<file path="config.mk">
export PLATFORM = sky130hd
export DESIGN_NAME = demux4x64_router
export DESIGN_NICKNAME = d
export VERILOG_FILES = /design/src/rtl/demux4x64_router.sv
export SDC_FILE = /design/constraint.sdc
export NUM_CORES = 1
export LEC_CHECK = 0
export ABC_CLOCK_PERIOD_IN_PS = 3250
export CAP_MARGIN = 20
export CELL_PAD_IN_SITES_DETAIL_PLACEMENT = 0
export CELL_PAD_IN_SITES_GLOBAL_PLACEMENT = 2
export CORE_ASPECT_RATIO = 0.7
export CORE_MARGIN = 3
export CORE_UTILIZATION = 31
export DETAILED_ROUTE_END_ITERATION = 12
export PLACE_DENSITY = 0.85
export RECOVER_POWER = 100
export SLEW_MARGIN = 30
export SYNTH_ARGS = -nofsm -noshare
export SYNTH_HDL_FRONTEND = slang
export SYNTH_SLANG_ARGS = --single-unit
export TNS_END_PERCENT = 10
</file>
<file path="constraint.sdc">
create_clock -name clk -period 3.25 [get_ports clk]
set_input_delay 0.4875 -clock clk [delete_from_list [all_inputs] [get_ports clk]]
set_output_delay 0.4875 -clock clk [all_outputs]
set_load 0.02 [all_outputs]
</file>
<file path="src/rtl/demux4x64_router.sv">
// demux4x64_router: registered 1-to-4 distributor for data words.
//
// Accepts one word per cycle on a valid/ready input channel.
// Each word is steered by in_sel into one of four 1-entry holding registers.
// Every holding register has its own valid/ready handshake toward its consumer.
// There is no combinational path from in_data to any output data.
//
// Ports:
//   clk, rst         clock; synchronous active-high reset
//   in_valid/ready   input handshake; in_ready depends only on in_sel, o_valid, o_ready
//   in_sel           destination channel 0..3
//   in_data          input word
//   o_valid[3:0]     channel k holding register full
//   o_ready[3:0]     consumer k takes its word this cycle
//   O0..O3           holding register contents of channel 0..3
//   cnt0..cnt3       saturating count of words delivered per channel
//   busy             any channel full
module demux4x64_router #(
  parameter int unsigned DATA_W = 64,
  parameter int unsigned CNT_W  = 8
) (
  input  logic              clk,
  input  logic              rst,
  input  logic              in_valid,
  output logic              in_ready,
  input  logic [1:0]        in_sel,
  input  logic [DATA_W-1:0] in_data,
  output logic [3:0]        o_valid,
  input  logic [3:0]        o_ready,
  output logic [DATA_W-1:0] O0,
  output logic [DATA_W-1:0] O1,
  output logic [DATA_W-1:0] O2,
  output logic [DATA_W-1:0] O3,
  output logic [CNT_W-1:0]  cnt0,
  output logic [CNT_W-1:0]  cnt1,
  output logic [CNT_W-1:0]  cnt2,
  output logic [CNT_W-1:0]  cnt3,
  output logic              busy
);

  logic [DATA_W-1:0] hold [4];
  logic [CNT_W-1:0]  cnt  [4];
  logic [3:0]        full;
  logic              acc;
  logic [3:0]        load;
  logic [3:0]        drain;

  always_comb begin
    // A full channel can still accept when its consumer drains in the same cycle.
    in_ready = ~full[in_sel] | o_ready[in_sel];
    acc      = in_valid & in_ready;
    load     = acc ? (4'b0001 << in_sel) : 4'b0000;
    drain    = full & o_ready;
  end

  always_ff @(posedge clk) begin
    if (rst) begin
      full <= 4'b0000;
      for (int k = 0; k < 4; k++) begin
        hold[k] <= '0;
        cnt[k]  <= '0;
      end
    end else begin
      for (int k = 0; k < 4; k++) begin
        if (load[k]) begin
          full[k] <= 1'b1;
          hold[k] <= in_data;
        end else if (drain[k]) begin
          full[k] <= 1'b0;
        end
        if (drain[k] && (cnt[k] != {CNT_W{1'b1}})) begin
          cnt[k] <= cnt[k] + CNT_W'(1);
        end
      end
    end
  end

  assign o_valid = full;
  assign busy    = |full;
  assign O0      = hold[0];
  assign O1      = hold[1];
  assign O2      = hold[2];
  assign O3      = hold[3];
  assign cnt0    = cnt[0];
  assign cnt1    = cnt[1];
  assign cnt2    = cnt[2];
  assign cnt3    = cnt[3];

endmodule

</file>
==> flow_summary.toml <==
[routing]
wl_met1_um = 14100
drcViolationCount = 0
vias = 7229
drtIter0Drc = 453
wl_met2_um = 15500
first_pass_iters = 5
avgRoutedWirePerCell_um = 20.4
ant_nets = 0
wl_met3_um = 2470
routed.top_layer = "met4"
avgViaCountPerCell = 4.48
wl_um = 33000

[critical_path]
cp-end-kind = "output port"
crit_slowest_cell = "dlygate4sd3_1"
cp.required_ns = 2.76
path_cells = "clkdlybuf4s50_1 -> inv_1 -> mux4_2 -> dlygate4sd3_1"
r2r-end = "hold[1][29]"
path_max_fanout = 5
cp-start-kind = "input port"
crit_path_max_incr_delay_ns = 0.66
crit_type = "in -> out"
crit_arrival_ns = 2.33
worst-r2r-setup-slack_ns = 0.82
r2r_cells = 4
rr_startpoint = "o_valid[1]"

[synthesis]
ys_types = 29
synth_nets = 804
synth_edf_count = 288
yosysMostFrequentCell = "edfxtp_1"
synth_area_sq_um = 11600
ys_ff_latch = 292
yosysSeqAreaShare = 0.755
synth_ff_type = "edfxtp_1"
synth_cells = 727
ys_async_sr_fraction = 0
syn_area_per_cell_sq_um = 15.9
synth_top_cell_area_share = 0.748
synth_top_area_cell = "edfxtp_1"
yosys_warnings = 0
synth_common_cells = "edfxtp_1, and2_1, buf_6"
synth_area_leaders = "edfxtp_1, and2_1, buf_6, dfxtp_1, a21oi_1"

[sta]
finalClockSkew_ns = 0.00665
slew_viol_final = 0
worst_slack_ns = 0.436
tns_ns = 0
relSlewSlack = 0.00953
worst_pin_slew_ns = 1.49
setup_viol = 0
grt_setup_unrepaired = "false"
hold_slack_ns = 0.615
fin_crit_ns = 2.81
hold_violations = 0
fin_crit_sh = 0.866
fmax_mhz = 355

[clock_tree]
numCtsBuffers = 30
post-cts-setup-buffers = 0
clock_latency_ns = 0.55
cts_sinks = 292
clk_pin_slew_worst_paths_ns = 0.06
cts_max_level = 1
cts_tree = "done"
root_buffer = "clkbuf_16"
holdBufCountCts = 0
cts_resized = 0
cts.path.max_buffers = 3

[die]
fp-row-count = 58
fp.dieArea_sq_um = 39700
io_pins = 367
initial_core_util = 0.318
core_area_sq_um = 36400
die_w_um = 237
die-height_um = 168

[pwr]
p_leak_nw = 6.51
p_per_area_nw_per_um2 = 523
ir_drop_v = 0.000382

[worst_hold_path]
holdCritPathClass = "reg -> reg"
worst_hold_startpoint = "o_valid[2]"
hold_end = "o_valid[2]"
hold_depth = 2

[placed_design]
pre_cts_slack_ns = 0.514
port-buffer-count = 366
gp_congestion = 0.808
dp_hpwl_um = 22400

[global_route]
grt_overflow = 0
grt_max_degree = 66
grt_pass1_vias = 7134
grt_pass1_wl_um = 48400
track_usage = 0.160
antenna_found_initial = 1

[cells_and_area]
area_growth_syn_to_layout_pct = 44.2
drive_above_1_share = 0.0635
fill_cells = 3213
register_area_sq_um = 8730
multiInputGateArea_sq_um = 2510
nets = 1186

[flow_run]
maxCapViolCount = 0

[outcome]
status = "complete, no violations"
report_power, final:
part	internal (mW)	total [mW]	switching, mW
clock	2.03	3.47	1.44
sequential	4.32	4.38	0.0653
combinational	0.353	0.874	0.521
placed cells by master (no fill, tap or decap), types with 4 or more instances in the layout:
cell type / instances
o21ba_2: 4
o21bai_1: 8
clkinv_2: 6
o21ai_0: 8
ha_1: 4
nand2b_1: 8
nand3_1: 12
clkinvlp_4: 6
nor3_1: 4
clkbuf_16: 31
and2_1: 164
buf_12: 4
o211ai_1: 7
clkbuf_1: 6
a21oi_1: 15
dlygate4sd3_1: 295
dfxtp_1: 4
nor2_1: 17
or3_1: 8
nand4_1: 8
clkbuf_2: 5
nand2_1: 7
inv_1: 13
xnor2_1: 8
and2_0: 92
nand3b_1: 4
clkdlybuf4s50_1: 71
edfxtp_1: 288
routing by layer:
layer / global-route usage / up-vias
li1: - / 3367
met2: 0.259 / 270
met5: 0 / -
met3: 0.0440 / 44
met4: 0.0447 / 0
met1: 0.211 / 3548
critical path, delay by kind of cell:
family | cells | cell delay, ns
buffers and inverters | 3 | 1.34
multiplexers | 1 | 0.50
flip-flops by register name, summed over array words and instances (netlist names):
signal and count:
cnt 32, hold 256, o_valid 4
layout make-up:
type	count	area share
antenna	1	0.000150
clock buffer	36	0.0488
clock inverter	20	0.0116
inverter	13	0.00292
multi-input combinational	393	0.150
sequential	292	0.523
tap	480	0.0360
timing repair buffer	379	0.227
worst max-delay path by stage:
stage	start	end	slack, ns	depth (start not counted)
floorplan	rst	hold[0][0]	0.62	2
global placement	in_sel[0]	in_ready	0.52	4
detailed placement	in_sel[0]	in_ready	0.51	4
CTS	in_sel[0]	in_ready	0.51	4
global route	rst	hold[2][22]	0.30	4
finish	in_sel[0]	in_ready	0.44	4
cells by family (layout without fill, tap and decap cells):
| family | Yosys count | count (layout) | synth area share |
|---|---|---|---|
| flip-flops | 292 | 292 | 0.755 |
| buffers and inverters | 42 | 448 | 0.0296 |
| other | 0 | 1 | 0 |
| multiplexers | 4 | 4 | 0.00487 |
| adder cells (fa/ha/maj) | 4 | 4 | 0.00433 |
| XOR/XNOR | 9 | 9 | 0.00681 |
| AND/OR/NAND/NOR | 330 | 330 | 0.173 |
| AO/OA/AOI/OAI | 46 | 46 | 0.0266 |
metrics by stage:
| stage | std cells | util | total power, mW | instance area [sq um] |
|---|---|---|---|---|
| floorplan | 727 | - | 4.86 | 11600 |
| global placement | 1557 | 0.434 | 5.43 | 15800 |
| detailed placement | 1557 | 0.434 | 5.44 | 15800 |
| CTS | 1613 | 0.462 | 8.94 | 16800 |
| global route | 1614 | 0.459 | 9.06 | 16700 |
| finish | 1614 | 0.459 | 8.73 | 16700 |
(Power assumes the default switching activity.)
